### src/rtl/rv_isa_pkg.sv
// Shared RV32I encoding constants for the instruction encoder/loader.
// Holds opcodes (the same values the decoder matches), the loader's `kind`
// encodings, func3/func7 values of the supported subset, immediate bounds,
// and the request struct handed to the field packer.
package rv_isa_pkg;

  localparam logic [6:0] OP_R    = 7'b0110011;
  localparam logic [6:0] OP_I    = 7'b0010011;
  localparam logic [6:0] OP_S    = 7'b0100011;
  localparam logic [6:0] OP_B    = 7'b1100011;
  localparam logic [6:0] OP_U    = 7'b0110111;
  localparam logic [6:0] OP_J    = 7'b1101111;
  localparam logic [6:0] OP_LW   = 7'b0000011;
  localparam logic [6:0] OP_JALR = 7'b1100111;

  typedef enum logic [2:0] {
    K_R    = 3'd0,
    K_I    = 3'd1,
    K_S    = 3'd2,
    K_B    = 3'd3,
    K_U    = 3'd4,
    K_J    = 3'd5,
    K_LW   = 3'd6,
    K_JALR = 3'd7
  } kind_e;

  localparam logic [2:0] F3_ADD  = 3'b000;
  localparam logic [2:0] F3_SLT  = 3'b010;
  localparam logic [2:0] F3_XOR  = 3'b100;
  localparam logic [2:0] F3_OR   = 3'b110;
  localparam logic [2:0] F3_AND  = 3'b111;
  localparam logic [2:0] F3_LW   = 3'b010;
  localparam logic [2:0] F3_SW   = 3'b010;
  localparam logic [2:0] F3_JALR = 3'b000;
  localparam logic [2:0] F3_BEQ  = 3'b000;
  localparam logic [2:0] F3_BNE  = 3'b001;
  localparam logic [2:0] F3_BLT  = 3'b100;
  localparam logic [2:0] F3_BGE  = 3'b101;

  localparam logic [6:0] F7_BASE = 7'b0000000;
  localparam logic [6:0] F7_SUB  = 7'b0100000;

  localparam int IMM12_MIN = -2048;
  localparam int IMM12_MAX = 2047;
  localparam int IMMB_MIN  = -4096;
  localparam int IMMB_MAX  = 4094;
  localparam int IMMJ_MIN  = -1048576;
  localparam int IMMJ_MAX  = 1048574;

  typedef struct packed {
    kind_e       kind;
    logic [2:0]  func3;
    logic [6:0]  func7;
    logic [4:0]  rd;
    logic [4:0]  rs1;
    logic [4:0]  rs2;
    logic [31:0] imm;
  } inst_req_t;

  function automatic logic imm_in_range(logic [31:0] imm, int lo, int hi);
    return ($signed(imm) >= lo) && ($signed(imm) <= hi);
  endfunction

endpackage

### src/rtl/rv_inst_pack.sv
// Combinational RV32I field packer with legality check.
//   req   : decoded instruction fields (kind, func3, func7, rd, rs1, rs2, imm)
//   word  : packed 32-bit instruction; fields unused by the format are 0
//   legal : func3/func7 is in the supported subset and imm is in range
module rv_inst_pack
  import rv_isa_pkg::*;
(
  input  inst_req_t   req,
  output logic [31:0] word,
  output logic        legal
);

  logic [31:0] imm;
  logic        f3_ok;
  logic        imm_ok;

  assign imm = req.imm;

  always_comb begin
    word   = '0;
    f3_ok  = 1'b0;
    imm_ok = 1'b1;
    case (req.kind)
      K_R: begin
        word  = {req.func7, req.rs2, req.rs1, req.func3, req.rd, OP_R};
        f3_ok = ((req.func7 == F7_BASE) &&
                 (req.func3 inside {F3_ADD, F3_AND, F3_OR, F3_SLT})) ||
                ((req.func7 == F7_SUB) && (req.func3 == F3_ADD));
      end
      K_I: begin
        word   = {imm[11:0], req.rs1, req.func3, req.rd, OP_I};
        f3_ok  = req.func3 inside {F3_ADD, F3_XOR, F3_OR, F3_SLT};
        imm_ok = imm_in_range(imm, IMM12_MIN, IMM12_MAX);
      end
      K_LW: begin
        word   = {imm[11:0], req.rs1, req.func3, req.rd, OP_LW};
        f3_ok  = req.func3 == F3_LW;
        imm_ok = imm_in_range(imm, IMM12_MIN, IMM12_MAX);
      end
      K_JALR: begin
        word   = {imm[11:0], req.rs1, req.func3, req.rd, OP_JALR};
        f3_ok  = req.func3 == F3_JALR;
        imm_ok = imm_in_range(imm, IMM12_MIN, IMM12_MAX);
      end
      K_S: begin
        word   = {imm[11:5], req.rs2, req.rs1, req.func3, imm[4:0], OP_S};
        f3_ok  = req.func3 == F3_SW;
        imm_ok = imm_in_range(imm, IMM12_MIN, IMM12_MAX);
      end
      K_B: begin
        word   = {imm[12], imm[10:5], req.rs2, req.rs1, req.func3,
                  imm[4:1], imm[11], OP_B};
        f3_ok  = req.func3 inside {F3_BEQ, F3_BNE, F3_BLT, F3_BGE};
        imm_ok = imm_in_range(imm, IMMB_MIN, IMMB_MAX) && !imm[0];
      end
      K_U: begin
        // Upper immediate is taken as-is; low 12 bits are simply not encoded.
        word  = {imm[31:12], req.rd, OP_U};
        f3_ok = 1'b1;
      end
      K_J: begin
        word   = {imm[20], imm[10:1], imm[11], imm[19:12], req.rd, OP_J};
        f3_ok  = 1'b1;
        imm_ok = imm_in_range(imm, IMMJ_MIN, IMMJ_MAX) && !imm[0];
      end
    endcase
  end

  assign legal = f3_ok && imm_ok;

endmodule

### src/rtl/inst_encoder_loader.sv
// Sequential program loader: encodes one instruction per handshake and
// writes legal words to instruction memory at consecutive word addresses.
//   clk, rst            : clock, synchronous active-high reset
//   restart, base_addr  : reload write pointer and clear count (IDLE only)
//   in_valid/in_ready   : field handshake; kind/func3/func7/rd/rs1/rs2/imm
//   mem_we/mem_ready    : write request held until memory accepts it
//   mem_addr, mem_wdata : registered write address / encoded word
//   inst_count, full    : words written since reset/restart, count == DEPTH
//   err                 : one-cycle pulse after an illegal request is dropped
module inst_encoder_loader
  import rv_isa_pkg::*;
#(
  parameter  int DEPTH  = 1024,
  parameter  int ADDR_W = 32,
  localparam int CW     = $clog2(DEPTH + 1)
) (
  input  logic              clk,
  input  logic              rst,
  input  logic              restart,
  input  logic [ADDR_W-1:0] base_addr,
  input  logic              in_valid,
  output logic              in_ready,
  input  logic [2:0]        kind,
  input  logic [2:0]        func3,
  input  logic [6:0]        func7,
  input  logic [4:0]        rd,
  input  logic [4:0]        rs1,
  input  logic [4:0]        rs2,
  input  logic [31:0]       imm,
  output logic              mem_we,
  input  logic              mem_ready,
  output logic [ADDR_W-1:0] mem_addr,
  output logic [31:0]       mem_wdata,
  output logic [CW-1:0]     inst_count,
  output logic              full,
  output logic              err
);

  typedef enum logic {IDLE, WRITE} state_e;

  state_e            state, state_d;
  logic [ADDR_W-1:0] ptr;
  logic [CW-1:0]     count;
  logic              accept;
  logic              done;
  inst_req_t         req;
  logic [31:0]       word;
  logic              legal;

  assign req = '{kind: kind_e'(kind), func3: func3, func7: func7,
                 rd: rd, rs1: rs1, rs2: rs2, imm: imm};

  rv_inst_pack u_pack (
    .req   (req),
    .word  (word),
    .legal (legal)
  );

  assign full       = (count == CW'(DEPTH));
  assign inst_count = count;

  always_ff @(posedge clk) begin
    if (rst) state <= IDLE;
    else     state <= state_d;
  end

  always_comb begin
    state_d  = state;
    in_ready = 1'b0;
    mem_we   = 1'b0;
    accept   = 1'b0;
    done     = 1'b0;
    case (state)
      IDLE: begin
        // restart takes the cycle, so no request can be taken alongside it
        in_ready = !full && !restart;
        accept   = in_valid && in_ready;
        if (accept && legal) state_d = WRITE;
      end
      WRITE: begin
        mem_we = 1'b1;
        done   = mem_ready;
        if (mem_ready) state_d = IDLE;
      end
    endcase
  end

  always_ff @(posedge clk) begin
    if (rst) begin
      ptr       <= '0;
      count     <= '0;
      mem_addr  <= '0;
      mem_wdata <= '0;
      err       <= 1'b0;
    end else begin
      err <= accept && !legal;
      if (state == IDLE && restart) begin
        ptr   <= base_addr;
        count <= '0;
      end
      // Illegal requests also latch word/address, but mem_we stays low.
      if (accept) begin
        mem_addr  <= ptr;
        mem_wdata <= word;
      end
      if (done) begin
        ptr   <= ptr + ADDR_W'(4);
        count <= count + CW'(1);
      end
    end
  end

endmodule
### config.mk
export PLATFORM = sky130hd
export DESIGN_NAME = inst_encoder_loader
export DESIGN_NICKNAME = d
export VERILOG_FILES = /design/src/rtl/rv_isa_pkg.sv /design/src/rtl/rv_inst_pack.sv /design/src/rtl/inst_encoder_loader.sv
export SDC_FILE = /design/constraint.sdc
export NUM_CORES = 1
export LEC_CHECK = 0
export CORE_MARGIN = 2
export CORE_UTILIZATION = 30
export CTS_CLUSTER_SIZE = 30
export DETAILED_ROUTE_END_ITERATION = 16
export PLACE_DENSITY = 0.52
export SYNTH_ARGS = -nofsm -noshare
export SYNTH_HDL_FRONTEND = slang
export SYNTH_SLANG_ARGS = --single-unit
export TNS_END_PERCENT = 20
### constraint.sdc
create_clock -name clk -period 2.6 [get_ports clk]
set_clock_uncertainty 0.1 [all_clocks]
set_input_delay 0.39 -clock clk [delete_from_list [all_inputs] [get_ports clk]]
set_output_delay 0.39 -clock clk [all_outputs]
set_load 0.01 [all_outputs]
# After elaboration in Yosys (flattened, before gate mapping)
# Cells that the tools add are included.
[word_totals] wordCells=72 regBits=109
[classes] mux=14 n_eq_ne=15 bitwise=1 n_lt_le_gt_ge=6 n_reduce_logical=28 addsub=2
[op_table] operator="one-hot mux 32 bit (8 select lines)" n=1
[op_table] operator="two-way mux 32 bit" n=2
[op_table] operator="adder 32 x 3 -> 32 bit (second input constant)" n=1
[op_table] operator="greater-or-equal comparator 32 x 12 -> 1 bit (second input constant)" n=1
[op_table] operator="greater-or-equal comparator 32 x 13 -> 1 bit (second input constant)" n=1
[op_table] operator="greater-or-equal comparator 32 x 21 -> 1 bit (second input constant)" n=1
[op_table] operator="less-or-equal comparator 32 x 12 -> 1 bit (second input constant)" n=1
[op_table] operator="less-or-equal comparator 32 x 13 -> 1 bit (second input constant)" n=1
[op_table] operator="less-or-equal comparator 32 x 21 -> 1 bit (second input constant)" n=1
[op_table] operator="equality test 3 bit (second input constant)" n=8
[op_table] operator="two-way mux 11 bit" n=2
[op_table] operator="logical AND 1 bit" n=13
[op_table] operator="nonzero test 4 bit" n=3
[op_table] operator="adder 11 x 1 -> 11 bit (second input constant)" n=1
[op_table] operator="equality test 11 bit (second input constant)" n=1
[op_table] operator="equality test 3 x 2 -> 1 bit (second input constant)" n=3
[op_table] operator="equality test 7 x 6 -> 1 bit (second input constant)" n=1
[op_table] operator="zero test 7 bit" n=1
[op_table] operator="equality test 3 x 1 -> 1 bit (second input constant)" n=2
[op_table] operator="zero test 3 bit" n=2
[op_table] operator="two-way mux 1 bit" n=6
[op_table] operator="one-hot mux 1 bit (6 select lines)" n=1
[op_table] operator="zero test 1 bit" n=4
[op_table] operator="OR reduction 2 bit" n=2
[op_table] operator="other kinds (6)" n=6

# Depth between registers and ports, before layout
[logic_depth] ltp_word=9 depth_mapped=9

# Modules after synthesis
# From an unflattened synthesis, not the netlist that was laid out.
[hier_totals] hier_cells=789 hier_area_um2=5789.3
[by_module_without_submodules] module="inst_encoder_loader" n_inst=1 seq_area_each_um2=2182.1 cells_each=621 area_each_um2=4824.6
[by_module_without_submodules] module="rv_inst_pack" n_inst=1 seq_area_each_um2=0.0 cells_each=168 area_each_um2=964.7

# Worst setup path before layout
# OpenSTA, ideal clock, no wires.
[synth_path] path_kind="register -> register" start="reg count[0], in the netlist inst_count[0]" end="reg mem_wdata[6]" arrival_time_ps=1863 synth_period_minus_slack_ps=2090 required_time_ps=2372 slack_ps=510 stages_incl_launch_ff=10 cell_sequence="dfxtp_1 inv_1 ha_1 nor2b_1 a311oi_2 and2_1 buf_2 buf_2 mux2i_1 nor2_1"
[synth_between] elab_chain_len=5
[synth_rtl] item="start, declared" line_no="inst_encoder_loader.sv:43" text="logic [CW-1:0] count;"
[synth_rtl] item="start signal, assigned" line_no="inst_encoder_loader.sv:108" text="count <= count + CW'(1);"
[synth_rtl] item="equality test 11 bit" line_no="inst_encoder_loader.sv:59" text="assign full = (count == CW'(DEPTH));"
[synth_rtl] item="zero test 1 bit" line_no="inst_encoder_loader.sv:76" text="in_ready = !full && !restart;"
[synth_rtl] item="logical AND 1 bit" line_no="inst_encoder_loader.sv:76"
[synth_rtl] item="logical AND 1 bit" line_no="inst_encoder_loader.sv:77" text="accept = in_valid && in_ready;"
[synth_rtl] item="two-way mux 1 bit" line_no="inst_encoder_loader.sv:73" text="case (state)"
[synth_rtl] item="end signal, assigned" line_no="inst_encoder_loader.sv:104" text="mem_wdata <= word;"
[synth_rtl] item="end, declared" line_no="inst_encoder_loader.sv:33" text="output logic [31:0] mem_wdata,"
# Every way passes these cells.
# A chain may end at the register's enable or synchronous reset.

# Worst setup path after layout
[layout_path] start="reg count[3], in the netlist inst_count[3]" end="out full"
[layout_between] elab_chain_len=1
[layout_rtl] item="equality test 11 bit" line_no="inst_encoder_loader.sv:59"
[layout_rtl] item="end, declared" line_no="inst_encoder_loader.sv:35" text="output logic full,"
# Every way passes these cells.

==> flow_metrics.tcl <==
set metrics [dict create \
    fin_setup_tns_ns 0 \
    final_cell_area_um2 7700 \
    ys_types 56 \
    slew-limit-headroom 0.550 \
    grt_max_degree 53 \
    cp_data_arrival_time_ns 1.92 \
    die_w_um 137 \
    root_buffer "clkbuf_16" \
    grt_pass1_vias 5484 \
    ctsHoldBuffers 0 \
    cp.required_ns 2.11 \
    crit_type "reg2out" \
    rr_endpoint "mem_addr[27]" \
    status "completed" \
    tritoncts "yes" \
    clockBufferDepth 2 \
    port_buffers 175 \
    ctsHtreeMaxLevel 3 \
    clk_latency_ns 0.35 \
    drt_iter0_drc 332 \
    final_nets 955 \
    final_core_util 0.445 \
    rsz0062_at_grt "no" \
    hp-start "ptr[1]" \
    timing.hold.ws_ns 0.348 \
    tightest_slew_ns 0.668 \
    drc_errors 0 \
    hold_end "mem_addr[1]" \
    drv_cap 0 \
    hold_depth 2 \
    grt_pass1_wl_um 28600 \
    ios 176 \
    hold_violations 0 \
    clock-sinks 108 \
    finalMaxSlewViolations 0 \
    drive_above_1_share 0.0792 \
    wire_per_inst_um 16.9 \
    worst_ir_drop_vdd_mv 0.283 \
    synth_area_leader_cell "dfxtp_1" \
    initial_core_util 0.306 \
    synth-main-ff-cell "dfxtp_1" \
    clkTransAtPathRegs_ns 0.08 \
    drt_wl_total_um 18300 \
    fin_crit_ns 2.41 \
    r2r_start "inst_count[0]" \
    place_hpwl_um 13700 \
    setup_viol 0 \
    dpl_cell_area_um2 7400 \
    dieArea_um2 18700 \
    grt_use_total 0.195 \
    grt_overflow_total 0 \
    first_pass_iters 7 \
    min_path_type "reg2reg" \
    power_density_nw_per_um2 495 \
    area_growth_pct 45.5 \
    yosys-top-cells-area "dfxtp_1 41%, nand2_1 9.7%, a21oi_1 7.7%, nor2_1 4.3%, mux2i_1 3.0%" \
    drtAntennaViolNets 0 \
    antenna_found_initial 0 \
    yosysMostFrequentCell "nand2_1" \
    syn_inst 685 \
    die_y_um 137 \
    r2r_setup_slack_ns 0.31 \
    finalWeightedCongestion 1.03 \
    syn_area_per_cell_um2 7.73 \
    syn_nets 785 \
    critPathCaptureType "output pin" \
    reg2reg_depth 9 \
    antenna-diode-count 0 \
    numCtsBuffers 9 \
    rows 48 \
    yosysWarnings 0 \
    vias 5720 \
    synth_edf_count 0 \
    ys_seq_elements 108 \
    vias_per_cell 5.28 \
    synthTopCellsByCount "137 x nand2_1, 108 x dfxtp_1, 81 x a21oi_1, 61 x nor2_1, 30 x clkbuf_1" \
    layout_worst_path_cycle_share 0.928 \
    synth-seq-area-share 0.408 \
    syn-cell-area_um2 5300 \
    path_max_fanout 8 \
    synthArstFlopShare 0 \
    p_leak_uw 0.00264 \
    core-area_um2 17300 \
    fmax_mhz 415 \
    synth_top_area_share 0.408 \
    critPathLaunchType "register" \
    fill_cells 1738 \
]
[stage by stage]
| step | worst slack (ns) | power [µW] | instances |
|---|---|---|---|
| global route | 0.0531 | 3990 | 1084 |
| floorplan | 0.510 | 2090 | 685 |
| finish | 0.188 | 3810 | 1084 |
| global placement | 0.0855 | 2460 | 1068 |
| detailed placement | 0.0771 | 2460 | 1068 |
| CTS | 0.0489 | 3860 | 1083 |
[layer usage]
layer	part of all wire	wire length, µm	up-vias	global-route usage
met2	0.48	8740	184	0.330
met3	0.074	1360	31	0.0515
met5	0	0	-	0
li1	-	-	2806	-
met1	0.42	7730	2699	0.235
met4	0.028	505	0	0.0802
[report_power, final]
part           total (µW)  internal (µW)  switching, µW  leakage, µW
clock                1390            774            614     0.000139
combinational         637            335            302      0.00162
sequential           1790           1720           64.2     0.000883
[sequential cells by signal (all words and copies together) (netlist names)]
name,flops
err,1
inst_count,11
mem_wdata,31
mem_addr,32
state,1
ptr,32
[layout by cell type (no fill, tap or decap), types with 3 or more instances in the layout]
| cell type | count |
|---|---|
| o21ai_0 | 19 |
| dfxtp_1 | 106 |
| buf_4 | 29 |
| inv_1 | 7 |
| nor2_1 | 61 |
| o211ai_1 | 18 |
| and3_1 | 7 |
| or3_1 | 6 |
| nor2b_1 | 6 |
| nor3_1 | 19 |
| a311oi_1 | 9 |
| mux2i_1 | 16 |
| mux2_2 | 3 |
| a22o_1 | 8 |
| clkdlybuf4s50_1 | 173 |
| o22ai_1 | 5 |
| a221oi_1 | 6 |
| ha_1 | 3 |
| nor4_1 | 9 |
| nand3_1 | 17 |
| a31oi_1 | 8 |
| nand2b_1 | 4 |
| clkbuf_16 | 9 |
| buf_12 | 3 |
| a22oi_1 | 4 |
| xnor2_1 | 3 |
| a211oi_1 | 13 |
| or2_2 | 6 |
| a21oi_1 | 81 |
| nand2_1 | 136 |
| and2_1 | 4 |
| nand4_1 | 19 |
[how the worst max path moves through the flow]
stage | from | end | depth (start not counted) | slack [ns]
2_1_floorplan | inst_count[0] | mem_wdata[6] | 9 | 0.51
3_3_place_gp | func7[1] | err | 7 | 0.09
3_5_place_dp | func7[1] | err | 7 | 0.08
4_1_cts | inst_count[0] | in_ready | 5 | 0.05
5_1_grt | inst_count[3] | mem_addr[15] | 7 | 0.05
6_report | inst_count[3] | full | 3 | 0.19
[layout make-up]
cell class,count,area (µm²),share of cell area
inverters,7,26.3,0.00341
repair buffers,206,2020,0.262
clock buffers,12,246,0.0320
well taps,225,282,0.0365
clock inverters,3,46.3,0.00601
flip-flops and latches,108,2160,0.281
multi-input cells,523,2920,0.379
[worst max-delay path, cell delays in order, from the launching register on]
cell and delay, ns:
dfxtp_1 0.38, nor4b_1 0.45, and3_1 0.22, clkdlybuf4s50_1 0.53
[kinds of logic (layout without fill, tap and decap cells)]
kind of cell / after synthesis / after routing / synth area share
DFF: 108 / 108 / 0.408
AOI/OAI and AO/OA: 188 / 188 / 0.226
and+or+nand+nor: 309 / 309 / 0.273
xor gates and xnor gates: 4 / 4 / 0.00662
muxes: 19 / 19 / 0.0366
buffers and inverters: 54 / 228 / 0.0423
adders and majority gates: 3 / 3 / 0.00709
[timing repair]
item	4_1_cts	5_1_grt
pin swaps	0	1
setup buffers	0	1
endpoints found under the setup margin	1	1
resized for setup	2	1
(Power assumes the default switching activity.)
